$ cat src/rtl/tick_gen_if.sv
// Channel configuration, trigger and tick bus for tick_gen.
// The master drives the controls; the slave (tick_gen) returns ticks, busy flags and counters.
interface tick_gen_if #(
    parameter int CHANNELS = 4,
    parameter int WIDTH    = 16,
    parameter int CH_W     = (CHANNELS > 1) ? $clog2(CHANNELS) : 1
);
    logic [CHANNELS-1:0]       en;
    logic                      cfg_we;
    logic [CH_W-1:0]           cfg_ch;
    logic [WIDTH-1:0]          cfg_div;
    logic                      cfg_oneshot;
    logic [CHANNELS-1:0]       start;
    logic                      sync;
    logic [CHANNELS-1:0]       tick;
    logic [CHANNELS-1:0]       busy;
    logic [CHANNELS*WIDTH-1:0] cnt_dbg;

    modport master (
        output en, cfg_we, cfg_ch, cfg_div, cfg_oneshot, start, sync,
        input  tick, busy, cnt_dbg
    );

    modport slave (
        input  en, cfg_we, cfg_ch, cfg_div, cfg_oneshot, start, sync,
        output tick, busy, cnt_dbg
    );
endinterface

$ cat src/rtl/tick_gen.sv
// Multi-channel programmable clock divider.
// Each channel emits a one-cycle tick either periodically or as a triggered one-shot.
module tick_gen #(
    parameter int               CHANNELS    = 4,
    parameter int               WIDTH       = 16,
    parameter logic [WIDTH-1:0] DEFAULT_DIV = 16'd50000,
    parameter int               CH_W        = (CHANNELS > 1) ? $clog2(CHANNELS) : 1
) (
    input logic        clk,
    input logic        rst,
    tick_gen_if.slave  bus
);

    // A divide of 0 behaves as a divide of 1.
    function automatic logic [WIDTH-1:0] term_of(input logic [WIDTH-1:0] div);
        return (div == '0) ? '0 : div - 1'b1;
    endfunction

    for (genvar i = 0; i < CHANNELS; i++) begin : g_ch
        logic [WIDTH-1:0] div_p0;
        logic             mode_p0;
        logic [WIDTH-1:0] cnt_p0;
        logic             tick_p0;
        logic             busy_p0;
        logic             cfg_hit;
        logic             at_term;

        assign cfg_hit = bus.cfg_we && (bus.cfg_ch == CH_W'(i));
        // ">=" so that lowering div below the running count terminates at once.
        assign at_term = (cnt_p0 >= term_of(div_p0));

        always_ff @(posedge clk) begin
            if (rst) begin
                div_p0  <= DEFAULT_DIV;
                mode_p0 <= 1'b0;
                cnt_p0  <= '0;
                tick_p0 <= 1'b0;
                busy_p0 <= 1'b0;
            end else if (cfg_hit) begin
                div_p0  <= bus.cfg_div;
                mode_p0 <= bus.cfg_oneshot;
                cnt_p0  <= '0;
                tick_p0 <= 1'b0;
                busy_p0 <= 1'b0;
            end else if (!bus.en[i]) begin
                cnt_p0  <= '0;
                tick_p0 <= 1'b0;
                busy_p0 <= 1'b0;
            end else if (bus.sync) begin
                cnt_p0  <= '0;
                tick_p0 <= 1'b0;
            end else if (mode_p0 && !busy_p0) begin
                // One-shot idle: the start edge itself is not counted.
                cnt_p0  <= '0;
                tick_p0 <= 1'b0;
                busy_p0 <= bus.start[i];
            end else if (at_term) begin
                cnt_p0  <= '0;
                tick_p0 <= 1'b1;
                busy_p0 <= 1'b0;
            end else begin
                cnt_p0  <= cnt_p0 + 1'b1;
                tick_p0 <= 1'b0;
            end
        end

        assign bus.tick[i]                    = tick_p0;
        assign bus.busy[i]                    = busy_p0;
        assign bus.cnt_dbg[i*WIDTH +: WIDTH]  = cnt_p0;
    end

endmodule

$ cat src/flat_wrapper.sv
// flat-port wrapper written by rule: the top's interface ports become plain ports
module tick_gen_flat 
#(
    parameter int               CHANNELS    = 4,
    parameter int               WIDTH       = 16,
    parameter logic [WIDTH-1:0] DEFAULT_DIV = 16'd50000,
    parameter int               CH_W        = (CHANNELS > 1) ? $clog2(CHANNELS) : 1
)
  (clk, rst, bus_en, bus_cfg_we, bus_cfg_ch, bus_cfg_div, bus_cfg_oneshot, bus_start, bus_sync, bus_tick, bus_busy, bus_cnt_dbg);
  tick_gen_if #(.CHANNELS(CHANNELS), .WIDTH(WIDTH), .CH_W(CH_W)) bus_i ();
  input logic clk;
  input logic rst;
  input wire logic [$bits(bus_i.en)-1:0] bus_en;
  input wire logic [$bits(bus_i.cfg_we)-1:0] bus_cfg_we;
  input wire logic [$bits(bus_i.cfg_ch)-1:0] bus_cfg_ch;
  input wire logic [$bits(bus_i.cfg_div)-1:0] bus_cfg_div;
  input wire logic [$bits(bus_i.cfg_oneshot)-1:0] bus_cfg_oneshot;
  input wire logic [$bits(bus_i.start)-1:0] bus_start;
  input wire logic [$bits(bus_i.sync)-1:0] bus_sync;
  output wire logic [$bits(bus_i.tick)-1:0] bus_tick;
  output wire logic [$bits(bus_i.busy)-1:0] bus_busy;
  output wire logic [$bits(bus_i.cnt_dbg)-1:0] bus_cnt_dbg;
  assign bus_i.en = bus_en;
  assign bus_i.cfg_we = bus_cfg_we;
  assign bus_i.cfg_ch = bus_cfg_ch;
  assign bus_i.cfg_div = bus_cfg_div;
  assign bus_i.cfg_oneshot = bus_cfg_oneshot;
  assign bus_i.start = bus_start;
  assign bus_i.sync = bus_sync;
  assign bus_tick = bus_i.tick;
  assign bus_busy = bus_i.busy;
  assign bus_cnt_dbg = bus_i.cnt_dbg;
  tick_gen #(.CHANNELS(CHANNELS), .WIDTH(WIDTH), .DEFAULT_DIV(DEFAULT_DIV), .CH_W(CH_W)) u_core (.clk(clk), .rst(rst), .bus(bus_i));
endmodule
$ cat config.mk
export PLATFORM = sky130hd
export DESIGN_NAME = tick_gen_flat
export DESIGN_NICKNAME = d
export VERILOG_FILES = /design/src/rtl/tick_gen_if.sv /design/src/rtl/tick_gen.sv /design/src/flat_wrapper.sv
export SDC_FILE = /design/constraint.sdc
export NUM_CORES = 1
export LEC_CHECK = 0
export CORE_MARGIN = 3
export CORE_UTILIZATION = 60
export CTS_CLUSTER_SIZE = 12
export DETAILED_ROUTE_END_ITERATION = 8
export PLACE_DENSITY_LB_ADDON = 0.3
export SLEW_MARGIN = 20
export SYNTH_ARGS = -nofsm -noshare
export SYNTH_HDL_FRONTEND = slang
export SYNTH_SLANG_ARGS = --single-unit
$ cat constraint.sdc
create_clock -name clk -period 6.45 [get_ports clk]
set_clock_uncertainty 0.15 [all_clocks]
set_input_delay 0.9675 -clock clk [delete_from_list [all_inputs] [get_ports clk]]
set_output_delay 0.9675 -clock clk [all_outputs]
set_load 0.01 [all_outputs]
Word level (Yosys, flattened, before mapping). Cells that the tools add are included.

Output and inout bits: 72. Input port bits: 31. Flip-flop bits (word level): 140. Logic and storage cells: 93.

Equality and inequality tests: 3. Bitwise gates (word level): 5. Add/sub/neg operators: 8. Order comparisons: 4. Reduce and logical (&&, ||, !) cells: 37. Mux-type cells: 16.

Operators by type and width (count): adder 16 x 1 -> 16 bit, second input constant (4); >= comparator 16 bit (4); zero test 16 bit (4); 2-to-1 mux 16 bit (4); subtractor 16 x 1 -> 16 bit, second input constant (4); OR reduction 6 bit (4); OR reduction 5 bit (4); 2-to-1 mux 1 bit (12); OR reduction 3 bit (4); logical AND 1 bit (8); AND reduction 2 bit (4); nonzero test 2 bit (4); NOT 1 bit (5); equality test 2 bit, second input constant (2); zero test 1 bit (4); equality test 2 x 1 -> 1 bit, second input constant (1); zero test 2 bit (1).

Depth between registers and ports, before layout. Gate-level depths: netlist of run 1.

Depth in word-level cells: 5. Gate-level depth with buffers: 14. Mapped depth without buffers: 13.

Least setup slack after synthesis of run 1. OpenSTA, ideal clock, no wires.

Path kind: register to register. Start point: reg u_core.g_ch[1].div_p0[0]. End point: reg u_core.g_ch[1].cnt_p0[13]. Buffers on the path: 2. Period minus slack after synthesis: 3.546 ns. Stages on the path, launching flop included: 14. Setup slack: 2.904 ns. Required time: 6.168 ns. Arrival: 3.265 ns. Setup time: 0.132 ns. Path through: dfxtp_1 -> or4_4 -> or3_1 -> buf_2 -> or4_4 -> nor3_2 -> a21oi_1 -> ha_1 -> nand4_1 -> nor2_1 -> nand3_1 -> o211ai_1 -> clkbuf_1 -> nor3_1.

Word-level cells in the longest chain between the ends: 4. Elaborated cells between the ends (all ways): 5. Classes of those cells: add/sub (1); order compare (1); mux (1); reduce/logical (2).

Ends and longest elaborated chain: from (decl) (RTL line tick_gen.sv:20) `logic [WIDTH-1:0] div_p0;`; from (signal assigned) (RTL line tick_gen.sv:40) `div_p0 <= bus.cfg_div;`; subtractor 16 x 1 -> 16 bit / zero test 16 bit (equally long branches) (RTL line tick_gen.sv:16) `return (div == '0) ? '0 : div - 1'b1;`; 2-to-1 mux 16 bit (*) (RTL line tick_gen.sv:16); >= comparator 16 bit (*) (RTL line tick_gen.sv:30) `assign at_term = (cnt_p0 >= term_of(div_p0));`; OR reduction 6 bit (no line) (*); to (signal assigned) (RTL line tick_gen.sv:62) `cnt_p0 <= cnt_p0 + 1'b1;`; to (decl) (RTL line tick_gen.sv:22) `logic [WIDTH-1:0] cnt_p0;`.

Mark *: on every way between the ends. The rest lies on a longest branch, timed or not. A chain may end at the register's enable or synchronous reset.

Worst setup path after layout of run 1.
Start point: reg u_core.g_ch[3].div_p0[2]. End point: reg u_core.g_ch[3].cnt_p0[10].

Word-level cells in the longest chain between the ends: 4. Elaborated cells between the ends (all ways): 5. Classes of those cells: add/sub (1); order compare (1); mux (1); reduce/logical (2).

Ends and longest elaborated chain (RTL line): from (decl) (tick_gen.sv:20); from (signal assigned) (tick_gen.sv:40); subtractor 16 x 1 -> 16 bit / zero test 16 bit (equally long branches) (tick_gen.sv:16); 2-to-1 mux 16 bit (*) (tick_gen.sv:16); >= comparator 16 bit (*) (tick_gen.sv:30); OR reduction 6 bit (no line) (*); to (signal assigned) (tick_gen.sv:62); to (decl) (tick_gen.sv:22).

Marked as above.

==> flow_summary.toml, run 1 <==
[route]
vias = 7531
drcViolationCount = 0
wl_met2_um = 9322
met1Wirelength_um = 8932
wl_met3_um = 1126
routed.top_layer = "met4"
vias_per_cell = 5.710
drtIter0Drc = 529
drtPass1Iterations = 5
wire_per_inst_um = 15.12
detail_route.wirelength_um = 19940
ant_nets = 0

[synth]
synth-edff-count = 0
syn_nets = 1153
syn_area_um2 = 8262
netlist_instances = 1046
yosys_warnings = 0
yosysSeqAreaShare_pct = 33.92
synth_seq_cells = 140
synthFlopType = "dfxtp_1"
async_flop_share_pct = 0
syn_area_per_cell_um2 = 7.898
synth_cell_types = 55

[floorplanning]
die_h_um = 123.3
dieArea_um2 = 15210
initial_core_util_pct = 61.90
row_count = 42
die_x_um = 123.3
core_area_um2 = 13350
io_pins = 103

[finish]
layout-drive-gt1-share_pct = 4.549
syn2layout_area_growth_pct = 20.76
layout_common_cells = "229 x nand2_1, 140 x dfxtp_1, 101 x clkdlybuf4s50_1"
nNetsFinal = 1237
final_common_cell = "nand2_1"
instances_no_fill = 1319
finalInstanceArea_um2 = 9977
n_antenna_cell = 0

[clock_network]
cts_tree = "built"
cts_setup_buffers = 0
clk_pin_slew_ns = 0.06
insertion_delay_ns = 0.42
root_buffer = "clkbuf_16"
postCtsResizedCells = 0
cts_made_buffers = 17
cts_hold_buf = 0
cts_buffer_depth = 2
cts_sinks = 140
cts-htree-levels = 4

[setup_path]
cp-end-kind = "flip-flop"
worstPathArrival_ns = 4.31
path_max_fanout = 16
crit_type = "reg -> reg"
cp_data_required_time_ns = 6.64
critPathLaunchType = "flip-flop"

[global_routing]
grt_pass1_wl_um = 32780
antenna_found_initial = 0
gr-total-overflow = 0
grt_pass1_vias = 7029
track_usage_pct = 26.74
grt_max_degree = 75

[placement]
gp_congestion = 0.8975
hpwl_um = 14240
dp.cells = 1287
portBuffers = 102
placed_area_um2 = 9349

[timing]
rsz0062_at_grt = "false"
worst_pin_slew_ns = 0.9442
slew_viol_final = 0
hold_ws_ns = 0.3231
finalSetupTns_ns = 0
setup_viol = 0
post-route-min-period_ns = 4.114
fin_crit_sh_pct = 63.78
slew_headroom_pct = 36.78
finalHoldViolCount = 0
fmax_mhz = 243.1

[flow_run]
cap_violations = 0

[worst_hold_path]
min-delay-path-class = "reg -> reg"

[outcome]
status = "complete, no violations"

[pwr]
power_density_nw_per_um2 = 212.5
leakage_nw = 3.952
irDropWorstVdd_v = 0.0001693
total_power_mw = 2.120
worst paths after layout:
path,start,cells past startpoint,to,slack (ns)
max,u_core.g_ch[3].div_p0[2],11,u_core.g_ch[3].cnt_p0[10],2.34
min,u_core.g_ch[2].mode_p0,2,u_core.g_ch[2].mode_p0,0.32
max reg2reg,u_core.g_ch[3].div_p0[2],11,u_core.g_ch[3].cnt_p0[10],2.34
min reg2reg,u_core.g_ch[2].mode_p0,2,u_core.g_ch[2].mode_p0,0.32
cell usage after synthesis, drive strengths merged (3+ instances only):
cell	number	area share, %
nand2	229	10
dfxtp	140	34
nor2	82	3.7
ha	76	12
a21oi	66	4.0
nor3	58	3.6
xor2	53	5.6
xnor2	45	4.8
nand3	38	2.3
clkbuf	31	1.4
nand3b	31	2.8
inv	30	1.4
nand4	16	1.2
nand2b	14	1.1
nor4	13	1.2
o21ai	12	0.73
buf	11	0.91
or4	9	0.91
a31oi	8	0.61
and3	8	0.61
nor2b	7	0.53
a211oi	5	0.45
nor3b	5	0.45
o211ai	5	0.45
or3	5	0.38
a21o	4	0.36
and4	4	0.42
a21boi	3	0.27
mux2i	3	0.36
nand4b	3	0.32
o2111ai	3	0.32
o21a	3	0.27
o21bai	3	0.27
worst max-delay path, stage by stage (launching register included):
cell and delay [ns]:
dfxtp_1 0.37, or4_1 0.64, nor4_1 0.61, nand2_1 0.15, xnor2_1 0.18, nand2_1 0.08, ha_1 0.32, a21oi_1 0.15
a21boi_0 0.11, o31ai_1 0.39, nand4b_1 0.61, nor2_1 0.28
power breakdown:
group | internal (mW) | switching, mW | total, mW | leakage, nW
clock | 0.648 | 0.391 | 1.04 | 0.296
sequential | 0.883 | 0.0234 | 0.907 | 1.13
combinational | 0.0751 | 0.0996 | 0.175 | 2.52
total | 1.61 | 0.514 | 2.12 | 3.95
metal layers:
| layer | vias up | global-route usage, % |
|---|---|---|
| met5 | - | 0 |
| li1 | 3776 | - |
| met2 | 216 | 42.81 |
| met3 | 45 | 5.947 |
| met4 | 0 | 11.00 |
| met1 | 3494 | 34.95 |
flip-flops by register name, summed over array words and instances (netlist names):
signal / count
u_core.g_ch.busy_p0: 4
u_core.g_ch.div_p0: 64
u_core.g_ch.mode_p0: 4
u_core.g_ch.cnt_p0: 64
u_core.g_ch.tick_p0: 4
per-stage QoR:
step	setup slack [ns]	utilization (%)
final	2.336	74.75
after global routing	1.947	74.75
after CTS	2.348	74.73
after detailed placement	2.389	70.04
after global placement	2.494	70.04
after floorplan	2.904	-
cell families after synthesis:
| group | share of synthesized area [%] |
|---|---|
| multiplexers | 0.3635 |
| adder cells (fa/ha/maj) | 11.51 |
| AO/OA/AOI/OAI | 9.405 |
| buffers and inverters | 3.680 |
| AND/OR/NAND/NOR | 30.73 |
| XOR/XNOR | 10.39 |
| flip-flops | 33.92 |
final cells by class:
class | instances | area (µm²)
Clock buffer | 18 | 429.2
Clock inverter | 14 | 196.4
Fill cell | 1063 | 3371
Inverter | 30 | 112.6
Multi-Input combinational cell | 834 | 5162
Sequential cell | 140 | 2803
Tap cell | 176 | 220.2
Timing Repair Buffer | 107 | 1054
No activity file was read; power rests on OpenSTA's default activity.
==> run 2, diff against run 1 <==
- CORE_UTILIZATION: 60 -> 56
- clock period: 6.45 -> 3.8 ns (I/O delays scaled with it)
==> run 2 against run 1 <==
Against the previous run: non-clock buffer count grew 15; core utilization is 3.2 points lower; final area increased by 1.4%; global-route usage rose by 0.36 points; die area increased by 6.8%; critical path depth stayed put; first-iteration DRC count is 23% higher; register-to-register slack worse by 2.1 ns; total power increased by 72%; cell count is 1.4% higher; via count up 2.4%; highest routed layer unchanged.
==> flow_summary.toml, run 2 (synthesis gave the netlist of run 1 again) <==
[timing]
setup_viol = 0
finalHoldViolCount = 0
worst_pin_slew_ns = 0.7385
fmax_mhz = 284.2
slew_headroom_pct = 50.58
fin_crit_sh_pct = 92.61
post-route-min-period_ns = 3.519
hold_ws_ns = 0.3241
slew_viol_final = 0
finalSetupTns_ns = 0
rsz0062_at_grt = "false"

[floorplanning]
core_area_um2 = 14150
row_count = 43
dieArea_um2 = 16250
die_h_um = 127.5
io_pins = 103
die_x_um = 127.5
initial_core_util_pct = 58.39

[setup_path]
critPathLaunchType = "flip-flop"
cp_data_required_time_ns = 3.95
cp_top_family = "simple AND/OR/NAND/NOR gates"
setup.worst_path.start = "u_core.g_ch[0].div_p0[2]"
r2r_slack_ns = 0.28
r2r_start = "u_core.g_ch[0].div_p0[2]"
max_stage_delay_ns = 0.64
path_max_fanout = 5
cp-end-kind = "flip-flop"
crit_slowest_cell = "or4_1"
critPathBufInv = 0
worstPathArrival_ns = 3.66
path_cells = "or4_1, nor4b_2, nand2b_1, xnor2_1, nand2_1, ha_1, nand4_1, o21bai_1, o21ba_2, nand3b_1, a2111oi_0"
crit_type = "reg -> reg"

[global_routing]
gr-usage-met2_pct = 44.26
grt_pass1_vias = 7383
grt_pass1_wl_um = 35960
top_usage_layer = "met2"
grt_use_met1_pct = 35.26
grt_max_degree = 73
antenna_found_initial = 0
track_usage_pct = 27.10
gr-total-overflow = 0
use_met3_pct = 4.431

[pwr]
total_power_mw = 3.651
leakage_nw = 4.040
irDropWorstVdd_v = 0.0003659
power_density_nw_per_um2 = 360.8

[clock_network]
postCtsResizedCells = 0
cts-htree-levels = 4
cts_hold_buf = 0
cts_sinks = 140
insertion_delay_ns = 0.42
clk_pin_slew_ns = 0.06
root_buffer = "clkbuf_16"
cts_setup_buffers = 0
cts_tree = "built"
cts_made_buffers = 17
cts_buffer_depth = 2

[placement]
portBuffers = 102
gp_congestion = 0.8901
hpwl_um = 15730
placed_area_um2 = 9467

[finish]
syn2layout_area_growth_pct = 22.49
layout_common_cells = "229 x nand2_1, 140 x dfxtp_1, 101 x clkdlybuf4s50_1"
top_regs = "u_core.g_ch.cnt_p0: 64 flops, u_core.g_ch.div_p0: 64 flops"
final_common_cell = "nand2_1"
nNetsFinal = 1252
n_antenna_cell = 0
finalInstanceArea_um2 = 10120
layout-drive-gt1-share_pct = 5.699

[route]
ant_nets = 0
drtPass1Iterations = 6
wire_per_inst_um = 16.17
vias_per_cell = 5.761
drtIter0Drc = 651
vias = 7708
detail_route.wirelength_um = 21640
drcViolationCount = 0

[worst_hold_path]
min-delay-path-class = "reg -> reg"
worstHoldStart = "u_core.g_ch[1].mode_p0"

[flow_run]
cap_violations = 0

[outcome]
status = "complete, no violations"
==> run 2: power breakdown <==
group / total, mW / switching (mW) / leakage [nW] / internal (mW)
clock: 1.80 / 0.632 / 0.314 / 1.17
combinational: 0.308 / 0.175 / 2.59 / 0.132
sequential: 1.54 / 0.0409 / 1.13 / 1.50
total: 3.65 / 0.848 / 4.04 / 2.80
==> run 2: per-layer routing <==
metal	vias up	part of all wire, %
li1	3794	-
met1	3598	44
met2	257	47
met3	59	6.0
met4	0	3.6
met5	-	0
==> run 2: final cells by class <==
cell class,count,area (µm²)
Clock buffer,23,488.0
Clock inverter,9,158.9
Fill cell,1107,4030
Inverter,30,112.6
Sequential cell,140,2803
Tap cell,180,225.2
Multi-Input combinational cell,834,5166
Timing Repair Buffer,122,1166
==> run 2: worst paths after layout <==
check / endpoint / cells past startpoint
setup / recovery: u_core.g_ch[0].busy_p0 / 11
hold / removal: u_core.g_ch[1].mode_p0 / 2
setup reg to reg: u_core.g_ch[0].busy_p0 / 11
hold reg to reg: u_core.g_ch[1].mode_p0 / 2
==> run 2: metrics by stage <==
step	worst slack [ns]	util (%)	instances
after floorplan	0.2536	-	1046
final	0.2809	71.52	1338
after detailed placement	0.3347	66.90	1306
after CTS	0.2013	71.47	1338
after global routing	0.005429	71.52	1338
after global placement	0.4616	66.90	1306
==> run 2: worst register-to-register path: stages (launching register included) <==
cell and delay [ns]:
dfxtp_1 0.35, or4_1 0.64, nor4b_2 0.50, nand2b_1 0.14, xnor2_1 0.22, nand2_1 0.10
ha_1 0.29, nand4_1 0.14, o21bai_1 0.10, o21ba_2 0.22, nand3b_1 0.17, a2111oi_0 0.37
==> run 3, diff against run 2 <==
- CORE_UTILIZATION: 56 -> 50
==> run 3 against run 2 <==
Against the previous run: non-clock buffer count shrank 6; first-iteration DRC count shrank 33%; sequential share of layout area grew 0.072 points; total power shrank 2.2%; global-route usage shrank 4.3 points; via count shrank 3.2%; final area shrank 0.26%; sequential cell count is the same; setup slack gained 0.081 ns; combinational power shrank 3%; critical endpoint is now u_core.g_ch[1].busy_p0; largest cell class unchanged.
==> flow_summary.toml, run 3 (synthesis gave the netlist of run 1 again) <==
[outcome]
status = "complete, no violations"

[finish]
seq_area_um2 = 2803
n_antenna_cell = 0
final_core_util_pct = 63.08
layout_common_cells = "229 x nand2_1, 140 x dfxtp_1, 101 x clkdlybuf4s50_1"
top_regs = "u_core.g_ch.cnt_p0: 64 flops, u_core.g_ch.div_p0: 64 flops"
final_common_cell = "nand2_1"
layout-drive-gt1-share_pct = 5.295
syn2layout_area_growth_pct = 22.17
finalInstanceArea_um2 = 10090
multi_input_area_um2 = 5165
nNetsFinal = 1246
fillCellCount = 1426

[placement]
hpwl_um = 14820
placed_area_um2 = 9467
portBuffers = 102
gp_congestion = 0.8736

[setup_path]
worstPathArrival_ns = 3.56
crit_slowest_cell = "or4_4"
cp_top_family = "simple AND/OR/NAND/NOR gates"
cp-end-kind = "flip-flop"
path_cells = "or4_4, or3_1, or4_4, nor3_2, a21oi_1, ha_1, nand4_1, nor2_1, nand3_1, o211ai_1, buf_4, a211oi_1"
critPathLaunchType = "flip-flop"
critPathBufInv = 1
path_max_fanout = 18
cp_data_required_time_ns = 3.92
crit_top_cell = "or4_4"
crit_type = "reg -> reg"
max_stage_delay_ns = 0.54

[route]
detail_route.wirelength_um = 20090
drtIter0Drc = 436
vias_per_cell = 5.457
drtPass1Iterations = 6
drcViolationCount = 0
ant_nets = 0
vias = 7465
wire_per_inst_um = 14.68

[clock_network]
insertion_delay_ns = 0.43
cts_buffer_depth = 2
cts_sinks = 140
cts_hold_buf = 0
cts_tree = "built"
cts_made_buffers = 17
root_buffer = "clkbuf_16"
cts-htree-levels = 4
clk_pin_slew_ns = 0.06

[timing]
fmax_mhz = 290.8
fin_crit_sh_pct = 90.49
slew_headroom_pct = 36.38
setup_viol = 0
worst_pin_slew_ns = 0.9501
finalSetupTns_ns = 0
slew_viol_final = 0
finalHoldViolCount = 0
hold_ws_ns = 0.3191
post-route-min-period_ns = 3.439
rsz0062_at_grt = "false"

[pwr]
leakage_nw = 4.006
power_density_nw_per_um2 = 353.9
irDropWorstVdd_v = 0.0003186
total_power_mw = 3.572

[floorplanning]
initial_core_util_pct = 51.63
io_pins = 103
die_h_um = 134.5
die_x_um = 134.5
dieArea_um2 = 18100
row_count = 46
core_area_um2 = 16000

[global_routing]
grt_pass1_vias = 7048
track_usage_pct = 22.83
antenna_found_initial = 0
grt_max_degree = 74
gr-total-overflow = 0
grt_pass1_wl_um = 33710

[flow_run]
cap_violations = 0

[worst_hold_path]
min-delay-path-class = "reg -> reg"
run 3: changes by cell type in the layout (fill, tap and decap cells not counted), sizes merged:
cell      delta
clkinv       +1
clkinvlp     +1
clkbuf       -1
buf          -6
bufinv       -1
run 3: worst paths after layout:
check	depth (start not counted)	slack (ns)	endpoint	start
worst max-delay path	12	0.36	u_core.g_ch[1].busy_p0	u_core.g_ch[1].div_p0[0]
worst min-delay path	2	0.32	u_core.g_ch[3].div_p0[1]	u_core.g_ch[3].div_p0[1]
worst max register to register	12	0.36	u_core.g_ch[1].busy_p0	u_core.g_ch[1].div_p0[0]
worst min register to register	2	0.32	u_core.g_ch[3].div_p0[1]	u_core.g_ch[3].div_p0[1]
run 3: worst min-delay path, stage by stage (launching register included):
cell and delay [ns]:
dfxtp_1 0.32, nand2_1 0.05, a21oi_1 0.05
run 3: stage by stage:
stage / setup slack [ns] / cells
6_report: 0.3614 / 1368
5_1_grt: 0.05414 / 1368
4_1_cts: 0.3606 / 1368
3_5_place_dp: 0.3716 / 1336
3_3_place_gp: 0.4621 / 1336
2_1_floorplan: 0.2536 / 1046
run 3: final cells by class:
cell class / count / share of cell area, %
multi-input cells: 834 / 51.17
flip-flops and latches: 140 / 27.77
inverters: 30 / 1.116
clock buffers: 22 / 4.797
repair buffers: 116 / 11.11
clock inverters: 10 / 1.364
well taps: 216 / 2.678
run 3: report_power, final:
part,internal (mW),switching (mW)
registers,1.50,0.0399
logic,0.131,0.169
clock network,1.10,0.633
run 3: timing repair:
action | in CTS | in global routing
buffers inserted | 0 | 0
endpoints found under the setup margin | 0 | 17
gates resized for setup | 0 | 2
run 3: metal layers:
metal,GRT usage [%],up-vias,share of wire (%)
li1,-,3785,-
met1,29.45,3475,45
met2,38.38,182,48
met3,4.993,23,4.8
met4,7.070,0,1.7
met5,0,-,0
